[config.mk]
export PLATFORM = sky130hd
export DESIGN_NAME = hex_marquee_scroller
export DESIGN_NICKNAME = d
export VERILOG_FILES = /design/src/rtl/marquee_pkg.sv /design/src/rtl/hex_char_decode.sv /design/src/rtl/hex_marquee_scroller.sv
export SDC_FILE = /design/constraint.sdc
export NUM_CORES = 1
export LEC_CHECK = 0
export BUFFER_PORTS_ARGS = -buffer_cell sky130_fd_sc_hd__buf_2
export CAP_MARGIN = 20
export CORE_MARGIN = 10
export CORE_UTILIZATION = 55
export DETAILED_ROUTE_END_ITERATION = 16
export PLACE_DENSITY = 0.77
export SLEW_MARGIN = 40
export SYNTH_ARGS = -nofsm -noshare
export SYNTH_HDL_FRONTEND = slang
export SYNTH_SLANG_ARGS = --single-unit
[constraint.sdc]
create_clock -name CLOCK_50 -period 2.9 [get_ports CLOCK_50]
set_input_delay 0.58 -clock CLOCK_50 [delete_from_list [all_inputs] [get_ports CLOCK_50]]
set_output_delay 0.58 -clock CLOCK_50 [all_outputs]
set_load 0.05 [all_outputs]
[src/rtl/marquee_pkg.sv]
// ============================================================================
//  Package     : marquee_pkg
//  Description : Shared widths, character codes, active-low 7-segment
//                patterns and FSM state type for the hex marquee scroller.
//  Revision    : 1.0 - initial release
// ============================================================================
`default_nettype none

package marquee_pkg;

    localparam int CHAR_W = 3;
    localparam int SEG_W  = 7;

    // Character codes; 4..7 all render blank, 7 is the canonical blank
    localparam logic [CHAR_W-1:0] CH_H     = 3'd0;
    localparam logic [CHAR_W-1:0] CH_E     = 3'd1;
    localparam logic [CHAR_W-1:0] CH_L     = 3'd2;
    localparam logic [CHAR_W-1:0] CH_O     = 3'd3;
    localparam logic [CHAR_W-1:0] CH_BLANK = 3'd7;

    // Active-low segment patterns, bit i = segment i (bit 0 = a .. bit 6 = g)
    localparam logic [SEG_W-1:0] SEG_H     = 7'b0001001;
    localparam logic [SEG_W-1:0] SEG_E     = 7'b0000110;
    localparam logic [SEG_W-1:0] SEG_L     = 7'b1000111;
    localparam logic [SEG_W-1:0] SEG_O     = 7'b1000000;
    localparam logic [SEG_W-1:0] SEG_BLANK = 7'b1111111;

    typedef enum logic [1:0] {
        IDLE   = 2'd0,
        RUN    = 2'd1,
        PAUSED = 2'd2
    } state_t;

endpackage

`default_nettype wire

[src/rtl/hex_char_decode.sv]
// ============================================================================
//  Module      : hex_char_decode
//  Description : Combinational 3-bit character code to active-low 7-segment
//                pattern decoder.
//  Revision    : 1.0 - initial release
// ============================================================================
`default_nettype none

module hex_char_decode
    import marquee_pkg::*;
(
    input  logic [CHAR_W-1:0] code,
    output logic [SEG_W-1:0]  seg
);

    // Code-to-pattern lookup; every unused code is blank
    always_comb begin
        seg = SEG_BLANK;
        case (code)
            CH_H:    seg = SEG_H;
            CH_E:    seg = SEG_E;
            CH_L:    seg = SEG_L;
            CH_O:    seg = SEG_O;
            default: seg = SEG_BLANK;
        endcase
    end

endmodule

`default_nettype wire

[src/rtl/hex_marquee_scroller.sv]
// ============================================================================
//  Module      : hex_marquee_scroller
//  Description : Scrolls an MSG_LEN-character message across NUM_DIGITS
//                active-low 7-segment displays at one step per TICK_DIV
//                clocks, with direction, pause and reload control.
//  Options     : define HEX_MARQUEE_BOUNCE_EN for back-and-forth scrolling
//                (direction latched at LOAD) instead of modulo wrap.
//  Revision    : 1.0 - initial release
// ============================================================================
`default_nettype none

module hex_marquee_scroller
    import marquee_pkg::*;
#(
    parameter int NUM_DIGITS = 5,
    parameter int MSG_LEN    = 8,
    parameter int TICK_DIV   = 50000000
) (
    input  logic                      CLOCK_50,
    input  logic                      RESET,
    input  logic [CHAR_W*MSG_LEN-1:0] MSG,
    input  logic                      LOAD,
    input  logic                      DIR,
    input  logic                      PAUSE,
    output logic [SEG_W*NUM_DIGITS-1:0] HEX
);

    localparam int OFF_W = (MSG_LEN  > 1) ? $clog2(MSG_LEN)  : 1;
    localparam int PRE_W = (TICK_DIV > 1) ? $clog2(TICK_DIV) : 1;

    state_t                           state;
    state_t                           next_state;
    logic [OFF_W-1:0]                 offset;
    logic [OFF_W-1:0]                 step_offset;
    logic [PRE_W-1:0]                 prescaler;
    logic [MSG_LEN-1:0][CHAR_W-1:0]   shadow;
    logic [NUM_DIGITS-1:0][SEG_W-1:0] seg_all;
    logic                             tick;

    // The tick fires on the edge where the prescaler wraps, only while running
    assign tick = (state == RUN) && (prescaler == PRE_W'(TICK_DIV - 1));

    // FSM state register
    always_ff @(posedge CLOCK_50) begin
        if (RESET) begin
            state <= IDLE;
        end else begin
            state <= next_state;
        end
    end

    // FSM next state; LOAD overrides the state-specific transitions
    always_comb begin
        next_state = state;
        if (LOAD) begin
            next_state = PAUSE ? PAUSED : RUN;
        end else begin
            case (state)
                RUN:     if (PAUSE)  next_state = PAUSED;
                PAUSED:  if (!PAUSE) next_state = RUN;
                default: next_state = state;
            endcase
        end
    end

    // Prescaler: restarts on LOAD, counts only while running, holds otherwise
    always_ff @(posedge CLOCK_50) begin
        if (RESET || LOAD) begin
            prescaler <= '0;
        end else if (state == RUN) begin
            prescaler <= tick ? '0 : prescaler + 1'b1;
        end
    end

    // Shadow message buffer, written only on LOAD
    always_ff @(posedge CLOCK_50) begin
        if (RESET) begin
            shadow <= {MSG_LEN{CH_BLANK}};
        end else if (LOAD) begin
            shadow <= MSG;
        end
    end

`ifdef HEX_MARQUEE_BOUNCE_EN
    // Highest offset that still keeps every digit inside the message
    localparam int LAST = (MSG_LEN > NUM_DIGITS) ? (MSG_LEN - NUM_DIGITS) : 0;

    logic backward;
    logic next_backward;

    // Bounce step: turn around at either end instead of wrapping
    always_comb begin
        step_offset   = offset;
        next_backward = backward;
        if (MSG_LEN > NUM_DIGITS) begin
            if (!backward) begin
                if (offset == OFF_W'(LAST)) begin
                    next_backward = 1'b1;
                    step_offset   = offset - 1'b1;
                end else begin
                    step_offset   = offset + 1'b1;
                end
            end else begin
                if (offset == '0) begin
                    next_backward = 1'b0;
                    step_offset   = offset + 1'b1;
                end else begin
                    step_offset   = offset - 1'b1;
                end
            end
        end
    end

    // Internal direction, seeded from DIR at LOAD and flipped at the ends
    always_ff @(posedge CLOCK_50) begin
        if (RESET) begin
            backward <= 1'b0;
        end else if (LOAD) begin
            backward <= DIR;
        end else if (tick) begin
            backward <= next_backward;
        end
    end
`else
    // Wrap-around step in the live DIR direction
    always_comb begin
        step_offset = offset;
        if (DIR) begin
            step_offset = (offset == '0) ? OFF_W'(MSG_LEN - 1) : offset - 1'b1;
        end else begin
            step_offset = (offset == OFF_W'(MSG_LEN - 1)) ? '0 : offset + 1'b1;
        end
    end
`endif

    // Scroll offset: cleared on LOAD, advanced on each tick
    always_ff @(posedge CLOCK_50) begin
        if (RESET || LOAD) begin
            offset <= '0;
        end else if (tick) begin
            offset <= step_offset;
        end
    end

    // Per-digit character select and decode; leftmost digit shows shadow[offset]
    for (genvar k = 0; k < NUM_DIGITS; k++) begin : g_digit
        localparam int DIST = (NUM_DIGITS - 1 - k) % MSG_LEN;

        logic [OFF_W:0]    sum;
        logic [OFF_W-1:0]  idx;
        logic [CHAR_W-1:0] code;

        assign sum  = {1'b0, offset} + (OFF_W+1)'(DIST);
        assign idx  = (sum >= (OFF_W+1)'(MSG_LEN)) ? OFF_W'(sum - (OFF_W+1)'(MSG_LEN))
                                                   : OFF_W'(sum);
        assign code = shadow[idx];

        hex_char_decode u_decode (
            .code (code),
            .seg  (seg_all[k])
        );
    end

    // Registered display; blank in reset and while idle
    always_ff @(posedge CLOCK_50) begin
        if (RESET) begin
            HEX <= '1;
        end else if (state == IDLE) begin
            HEX <= '1;
        end else begin
            HEX <= seg_all;
        end
    end

endmodule

`default_nettype wire
* After elaboration in Yosys (flattened, before gate mapping)
Cells that the tools add are included.
Cells by class: add/sub/neg operators 12, multiply operators 0, divide/modulo/power cells 0, $lt $le $gt $ge 10, equal/unequal tests 21, shift-type cells 0, muxes and demuxes 29, bitwise operators 0, reduce and logical (&&, ||, !) cells 12
Operators by type and width (count):
- $pmux W7 S4 | 5
- $bmux W3 S3 | 5
- $mux W3 | 13
- $eq A3 B2 Y1 const B | 10
- $add A26 B1 Y26 const B | 1
- $eq A26 B26 Y1 const B | 1
- $mux W26 | 1
- $lt A3 B4 Y1 const B | 5
- $logic_not A3 Y1 | 6
- $sub A3 B1 Y3 const B | 6
- $ge A4 B4 Y1 const B | 4
- $eq A3 B1 Y1 const B | 5
- $add A3 B2 Y4 const B | 2
- $mux W2 | 4
- $ne A3 B3 Y1 const B | 2
- $add A3 B1 Y4 const B | 1
- $add A3 B3 Y4 const B | 1
- $ge A3 B4 Y1 const B | 1
- $pmux W2 S2 | 1
- $add A3 B1 Y3 const B | 1
- $eq A3 B3 Y1 const B | 1
- $reduce_and A3 Y1 | 1
- $reduce_bool A3 Y1 | 1
- $eq A2 B1 Y1 const B | 1
- other kinds (5) | 5
Storage, ports and cells: bits in registers 90, latch bits 0, bits in writable memories 0, bits in read-only memories 0, bits of input ports 29, output and inout bits 35, word-level logic and storage cells 96, memories 0

* Depth between registers and ports, before layout
Gate-level depths: netlist of the first run.
depth after elaboration 7, depth in mapped cells 9

* By module
Synthesis of the first run repeated with hierarchy kept, for this count alone.
Unflattened totals: cells, all modules 432, area total of the unflattened synthesis 4362.9 um^2
Modules (own cells, without submodules):
- hex_marquee_scroller | times used 1, cells each 392, area an instance 4093.9 um^2, seq. area each 1801.7 um^2
- hex_char_decode | times used 5, cells each 8, area an instance 53.8 um^2, seq. area each 0.0 um^2

* Worst setup path after synthesis of the first run
OpenSTA, ideal clock, no wires.
kind register to register, start register offset[1], end register HEX[7], setup time 0.127 ns, arrival time 2.304 ns, setup slack 0.469 ns, cell stages (with the launch flop) 9, path buffers 3, clock period less this slack 2.431 ns, cell sequence dfxtp_1 -> buf_2 -> buf_2 -> inv_1 -> ha_1 -> clkbuf_1 -> mux4_2 -> mux2_4 -> or3_1
On the way: cells in the longest elaborated chain, start to end 7, elaborated cells between the ends (all ways) 11, classes of those cells add/sub (2); order compare (1); eq/ne (3); mux (4); reduce/logical (1)
RTL lines:
- start: declaration | RTL line hex_marquee_scroller.sv:33 | logic [OFF_W-1:0] offset;
- start signal: assignment | RTL line hex_marquee_scroller.sv:141 | offset <= step_offset;
- $add A3 B2 Y4 (*) | RTL line hex_marquee_scroller.sv:153 | assign sum = {1'b0, offset} + (OFF_W+1)'(DIST);
- $ge A4 B4 Y1 or $sub A3 B1 Y3 (tied branches) | RTL line hex_marquee_scroller.sv:154 | assign idx = (sum >= (OFF_W+1)'(MSG_LEN)) ? OFF_W'(sum - (OFF_W+1)'(MSG_LEN))
- $mux W3 (*) | RTL line hex_marquee_scroller.sv:154
- $bmux W3 S3 (*) | RTL line hex_marquee_scroller.sv:156 | assign code = shadow[idx];
- $mux W3 (implied by the code) (*) | RTL line hex_marquee_scroller.sv:156
- $eq A3 B2 Y1, or another cell as far along | RTL line hex_char_decode.sv:19 | case (code)
- $pmux W7 S4 (*) | RTL line hex_char_decode.sv:19
- end signal: assignment | RTL line hex_marquee_scroller.sv:171 | HEX <= seg_all;
- end: declaration | RTL line hex_marquee_scroller.sv:25 | output logic [SEG_W*NUM_DIGITS-1:0] HEX
Every way passes the cells marked *; elsewhere a longest branch is shown, timed or not. The select of a mux whose other input is x is not followed. A chain may end at the register's enable or synchronous reset.

* Worst setup path after layout of the first run
start register offset[0], end register HEX[7]
Same word-level chain as after synthesis.

==> qor.txt, run 1 <==
Power Density: 521 nW/µm²
layout net count: 470
placed inst area: 4230 µm²
Core Box Area: 6870 µm²
Clock transition at path regs: 90 ps
CP Data Arrival Time: 2530 ps
DP HPWL: 6.25 mm
area share of the leading cell type in the synthesized netlist: 40.7%
via count: 2910
pin count of the biggest net entering global routing: 52
Clock Path Buffers: 2
CP Cell Sequence: buf_4 > inv_1 > ha_1 > mux4_2 > mux2_4 > or3_1
Syn Std Cell Area: 3940 µm²
Rows: 30
final worst slack: 589 ps
Clock Skew: 21.0 ps
Unique masters post-synth: 37
Crit. End Element: flop
Sum Neg Setup Slack: 0 ps
RSZ-0062 raised after global routing: false
Initial DRC Count: 140
crit-path max FO: 13
Num CTS Buffers: 9
number of iterations in the first detailed-routing pass: 4
Die H: 105 µm
max incr delay on CP: 520 ps
Hold-fix buffers, CTS: 0
final hold viol count: 0
Routed WL: 8.41 mm
grt total ovfl: 0
DR vias/cell: 5.44
CTS Root Buffer Type: clkbuf_8
area leader, netlist: dfxtp_1
final number of setup-violating endpoints: 0
slowest CP cell: ha_1
vias in the first global route: 2996
H-tree depth: 3
kind of critical path: reg -> reg
# fillers: 557
Tcrit/Tclk final: 79.7%
routability congestion estimate: 0.829
Setup crit start kind: flop
syn_nets: 420
Max Cap Violations: 0
fmax: 433 MHz
share of flip-flops with an asynchronous set or reset: 0%
Mapped Cells: 386
CTS tree: yes
CP bufs+invs: 2
Worst Tran Pin Value: 727 ps
Max IR drop VDD: 0.000360 V
Yosys reg bits: 80
cell family with most CP delay: multiplexers
Buffers on Ports: 63
Die Area: 10900 µm²
initial antenna violation count: 0
pre-CTS setup slack: 622 ps
post-route cell area: 4460 µm²
ys flop type: dfxtp_1
ant diodes: 0
Hold WS: 426 ps
Total GRT Usage: 15.8%
Starting Density: 57.3%
outcome: finished clean
min cycle time layout: 2310 ps
Min-Delay Path Class: in -> reg
die width: 105 µm
# Post-CTS Setup Buffers: 0
# resized after CTS: 0
share of the yosys chip area belonging to registers: 40.7%
DRC Markers: 0
Syn-to-layout area delta: 13.3%
fin. max-slew vios: 0
Slew HR: 51.5%
CTS Sinks: 80
Pleak: 1.56 nW
Antenna Nets Post-Route: 0
clk_lat worst skew: 350 ps
Req. time, crit path: 3120 ps
Syn Area/Cell: 10.2 µm²
first-pass GRT wire length: 14.4 mm
# IOs: 64
share of cells above drive strength 1: 22.8%
wire per inst: 15.7 µm
warnings from Yosys: 0
Synth area leaders: dfxtp_1 (41%), mux4_1 (6.7%), mux4_2 (5.7%), a211o_1 (5.3%), nor2b_1 (4.8%)
Post-synth EDFFs: 0
==> cell type report <==
| class | instances | area, µm² | share of cell area (%) |
|---|---|---|---|
| Inverter | 11 | 41.3 | 0.926 |
| Timing Repair Buffer | 70 | 368 | 8.25 |
| Clock buffer | 10 | 128 | 2.86 |
| Sequential cell | 80 | 1600 | 35.9 |
| Tap cell | 96 | 120 | 2.70 |
| Multi-Input combinational cell | 264 | 2100 | 47.2 |
| Clock inverter | 4 | 95.1 | 2.13 |
==> per-layer routing <==
layer  vias to the layer above  track usage (%)  wire length, µm
li1                       1455                -                -
met1                      1365             17.3             3590
met2                        78             27.2             4230
met3                        12             5.84              463
met4                         0             6.76              135
met5                         -                0                0
==> registers in the layout, summed over array words and instances (netlist names) <==
register,cells
HEX,25
offset,3
shadow,24
state,2
prescaler,26
==> worst reg2reg max path: stages (launching register included) <==
cell,delay (ps)
dfxtp_1,320
buf_4,220
inv_1,110
ha_1,530
mux4_2,390
mux2_4,280
or3_1,340
==> layout by cell type, fill, tap and decap left out, types with 5 or more instances in the layout <==
master / count
and4_1: 6
nand2b_1: 7
xor2_1: 11
o21ai_0: 5
buf_4: 7
dfxtp_1: 80
buf_2: 63
nor3_1: 6
clkbuf_8: 9
xnor2_1: 19
nand4_1: 9
nor2b_1: 30
inv_1: 11
a211o_1: 24
nand2_1: 35
a21oi_1: 6
nand3_1: 6
mux2i_1: 16
ha_1: 5
nor2_1: 35
mux4_1: 10
mux4_2: 10
==> cells by family after synthesis <==
family          count (synthesis)  share of synthesized area, %
buf+inv                        42                          5.85
simple gates                  148                          19.2
compound gates                 43                          8.71
flops                          80                          40.7
fa+ha+maj                       5                          1.59
xor+xnor                       31                          7.09
mux                            37                          16.9
==> final timing paths <==
check	startpoint	to	slack, ps	cells after the start
hold reg to reg	prescaler[1]$_SDFFE_PP0P_	prescaler[1]$_SDFFE_PP0P_	490	2
setup / recovery	offset[0]$_SDFFE_PP0N_	HEX[7]$_SDFF_PP1_	590	6
hold / removal	MSG[23]	shadow[23]$_SDFFE_PP1P_	430	2
setup reg to reg	offset[0]$_SDFFE_PP0N_	HEX[7]$_SDFF_PP1_	590	6
==> Yosys cell counts (2+ instances only) <==
cell,n
buf_4,11
nand2_1,35
nand2b_1,7
mux4_2,10
mux4_1,10
or3_1,3
nor2_1,35
nor4_1,4
xnor2_1,19
nand3_1,6
dfxtp_1,80
buf_1,3
o21ai_0,5
a31oi_1,2
clkbuf_1,9
nor3_1,6
ha_1,5
buf_2,6
xor2_1,11
and4_1,6
inv_1,11
nor2b_1,30
a211o_1,24
and3_1,4
mux2i_1,16
a211oi_2,4
a21oi_1,6
nand4_1,9
==> per-stage QoR <==
step	total power (W)	util, %	cells
global route	0.00242	64.9	535
finish	0.00232	64.9	535
detailed placement	0.00141	61.6	521
floorplan	0.00135	-	386
CTS	0.00235	64.9	535
global placement	0.00140	61.6	521
==> report_power, final <==
group	total (W)	switching, W	internal [W]	leakage (nW)
clock	0.000936	0.000374	0.000562	0.112
combinational	0.000224	0.000128	0.0000965	0.797
sequential	0.00116	0.0000299	0.00113	0.654
total	0.00232	0.000531	0.00179	1.56
Note: power is estimated with default switching activity, not from simulation.
==> run 2, diff against run 1 <==
--- a/config.mk
+++ b/config.mk
@@ -5,12 +5,13 @@
 export SDC_FILE = /design/constraint.sdc
 export NUM_CORES = 1
 export LEC_CHECK = 0
+export ABC_AREA = 1
 export BUFFER_PORTS_ARGS = -buffer_cell sky130_fd_sc_hd__buf_2
 export CAP_MARGIN = 20
 export CORE_MARGIN = 10
 export CORE_UTILIZATION = 55
 export DETAILED_ROUTE_END_ITERATION = 16
-export PLACE_DENSITY = 0.77
+export PLACE_DENSITY = 0.76
 export SLEW_MARGIN = 40
 export SYNTH_ARGS = -nofsm -noshare
 export SYNTH_HDL_FRONTEND = slang
==> constraint.sdc (replaced) <==
create_clock -name CLOCK_50 -period 2.25 [get_ports CLOCK_50]
set_input_delay 0.45 -clock CLOCK_50 [delete_from_list [all_inputs] [get_ports CLOCK_50]]
set_output_delay 0.45 -clock CLOCK_50 [all_outputs]
set_load 0.05 [all_outputs]
==> qor.txt, run 2 <==
area share of the leading cell type in the synthesized netlist: 37.4% (-3.3 points)
Setup crit start kind: flop
most common cell in the netlist: nand2_1
DP HPWL: 7.64 mm (+22%)
share of cells above drive strength 1: 18.6% (-4.2 points)
Min-Delay Path Class: in -> reg
CTS Root Buffer Type: clkbuf_8
final hold viol count: 0 (unchanged)
ys flop type: dfxtp_1
Sum Neg Setup Slack: 0 ps (unchanged)
Core Box Area: 7650 µm² (+11%)
Mapped Cells: 645 (+67%)
# IOs: 64 (unchanged)
CP bufs+invs: 2 (unchanged)
sequential power share: 53.3% (+3.2 points)
ant diodes: 0 (unchanged)
max incr delay on CP: 530 ps (about the same)
Syn-to-layout area delta: 11.0%
Slew HR: 69.9% (+18 points)
initial antenna violation count: 0 (unchanged)
internal power: 0.00197 W (+9.9%)
Clock Path Buffers: 2 (unchanged)
CTS tree: yes
Starting Density: 56.0% (-1.3 points)
CP most frequent cell: nand2_1
register-to-register setup slack: 350 ps (-240 ps)
grt total ovfl: 0 (unchanged)
Initial DRC Count: 243 (+74%)
top cells by count, synth: nand2_1 (236), dfxtp_1 (80), inv_1 (55), nand3_1 (55), nor2_1 (50)
Max IR drop VDD: 0.000329 V (-8.7%)
first-pass GRT wire length: 16.2 mm (+12%)
Routed WL: 9.87 mm (+17%)
syn_nets: 679 (+62%)
P_sw: 0.000821 W (+54%)
Syn Std Cell Area: 4280 µm² (+8.8%)
share of the yosys chip area belonging to registers: 37.4% (-3.3 points)
DRC Markers: 0 (unchanged)
number of iterations in the first detailed-routing pass: 5 (+1)
wire per inst: 12.3 µm (-22%)
most common cell after layout, fill and taps aside: nand2_1
Clock Skew: 11.2 ps (-9.81 ps)
clk_lat worst skew: 360 ps (about the same)
Top reg by flops: prescaler
placed insts: 786 (+51%)
Num CTS Buffers: 9 (unchanged)
slowest CP cell: ha_1
Clock transition at path regs: 90 ps (about the same)
Worst Tran Pin Value: 451 ps (-276 ps)
CP Data Arrival Time: 2150 ps (-380 ps)
Req. time, crit path: 2500 ps (-620 ps)
Final Instance Count excl. Fillers: 802 (+50%)
final number of setup-violating endpoints: 0 (unchanged)
Rows: 32 (+6.7%)
crit-path max FO: 14 (+1)
pin count of the biggest net entering global routing: 35 (-33%)
pre-CTS setup slack: 379 ps (-243 ps)
Unique masters post-synth: 38 (+2.7%)
area leader, netlist: dfxtp_1
CTS Sinks: 80 (unchanged)
fin. max-slew vios: 0 (unchanged)
share of flip-flops with an asynchronous set or reset: 0% (unchanged)
final worst slack: 351 ps (-238 ps)
CP Cell Sequence: inv_2 > ha_1 > inv_1 > nand2_1 > nand2_1 > nand2_1 > nand2_1 > nor2_2 > nand2_1
outcome: finished clean
Synth area leaders: dfxtp_1 (37%), nand2_1 (21%), nand3_1 (6.4%), inv_1 (4.8%), nor2_1 (4.4%)
Total GRT Usage: 16.7% (+0.89 points)
via count: 4037 (+39%)
kind of critical path: reg -> reg
H-tree depth: 3 (unchanged)
Power Density: 587 nW/µm² (+13%)
Hold-fix buffers, CTS: 0 (unchanged)
Buffers on Ports: 63 (unchanged)
DR vias/cell: 5.03 (-7.5%)
Die Area: 11700 µm² (+7.1%)
Combinational Power Share: 11.7% (+2.1 points)
Syn Area/Cell: 6.64 µm² (-35%)
Pleak: 2.13 nW (+36%)
most frequent cells in the layout: nand2_1 (236), dfxtp_1 (80), buf_2 (63), inv_1 (55), nand3_1 (55)
die width: 108 µm (+3.5%)
# Post-CTS Setup Buffers: 0 (unchanged)
cell family with most CP delay: simple AND/OR/NAND/NOR gates
top flop regs: prescaler (26), HEX (25), shadow (24)
RSZ-0062 raised after global routing: false
layout net count: 729 (+55%)
Clk pwr share: 35.0% (-5.3 points)
Die H: 108 µm (+3.5%)
fmax: 527 MHz (+22%)
Post-synth EDFFs: 0 (unchanged)
Yosys reg bits: 80 (unchanged)
# resized after CTS: 0 (unchanged)
Sw Share: 29.4% (+6.6 points)
min cycle time layout: 1900 ps (-412 ps)
warnings from Yosys: 0 (unchanged)
max reg flops: 26 (unchanged)
Tcrit/Tclk final: 84.4% (+4.7 points)
Crit. End Element: flop
routability congestion estimate: 0.933 (+13%)
vias in the first global route: 3674 (+23%)
# fillers: 754 (+35%)
Max Cap Violations: 0 (unchanged)
Antenna Nets Post-Route: 0 (unchanged)
==> run 2: cell count changes in the layout (fill, tap and decap cells not counted), sizes merged, moves of 20 or more <==
cell,previous run,this run
nand2,35,245
inv,11,66
nand3,6,57
o21ai,5,42
nor2,35,69
nor2b,30,0
a211o,24,0
a21oi,6,26
mux4,20,0
==> run 2: path summary, 6_finish.rpt <==
kind	from	to	depth (start not counted)
worst min register to register	shadow[19]$_SDFFE_PP1P_	shadow[19]$_SDFFE_PP1P_	2
worst min-delay path	MSG[0]	shadow[0]$_SDFFE_PP1P_	3
worst max register to register	offset[1]$_SDFFE_PP0N_	HEX[23]$_SDFF_PP1_	9
worst max-delay path	offset[1]$_SDFFE_PP0N_	HEX[23]$_SDFF_PP1_	9
==> run 2: cell families (layout without fill, tap and decap cells) <==
group                      after synthesis  count (layout)  share of synthesized area [%]
and+or+nand+nor                        389             389                           40.8
buffers and inverters                   93             148                           9.96
DFF                                     80              80                           37.4
AOI/OAI and AO/OA                       73              73                           9.18
adders and majority gates                5               5                           1.46
xor gates and xnor gates                 5               5                           1.20
==> run 2: power by group through the flow <==
stage          Clock [W]  Combinational, W  Sequential, W
2_1_floorplan          0          0.000199        0.00155
3_3_place_gp           0          0.000319        0.00152
3_5_place_dp           0          0.000324        0.00152
4_1_cts         0.000997          0.000326        0.00149
5_1_grt          0.00105          0.000363        0.00149
6_report        0.000976          0.000326        0.00149
==> run 2: layout make-up <==
cell class              count  area, µm²  share of cell area, %
clock buffers               9        124                   2.61
clock inverters             7       53.8                   1.13
inverters                  64        240                   5.05
multi-input cells         472       2250                   47.4
flip-flops and latches     80       1600                   33.7
well taps                 102        128                   2.68
repair buffers             68        353                   7.42
==> run 2: worst reg2reg max path, stage by stage, from the launching register on <==
cell and delay, ps:
dfxtp_1 350, inv_2 90, ha_1 530, inv_1 280
nand2_1 130, nand2_1 50, nand2_1 50, nand2_1 60
nor2_2 190, nand2_1 70
==> run 2: stage by stage <==
| stage | power, W | utilization (%) | hold WS (ps) | cell area, µm² |
|---|---|---|---|---|
| floorplan | 0.00175 | - | 445 | 4280 |
| detailed placement | 0.00184 | 59.8 | 475 | 4580 |
| finish | 0.00279 | 62.2 | 290 | 4750 |
| CTS | 0.00281 | 62.2 | 283 | 4750 |
| global route | 0.00291 | 62.2 | 292 | 4750 |
| global placement | 0.00184 | 59.8 | 465 | 4580 |
==> run 2: per-layer routing <==
metal	GRT usage, %	vias to the layer above	wire length [µm]
met5	0	-	0
met4	6.30	0	129
met3	4.05	11	774
met2	24.5	115	4180
met1	23.2	1790	4790
li1	-	2121	-
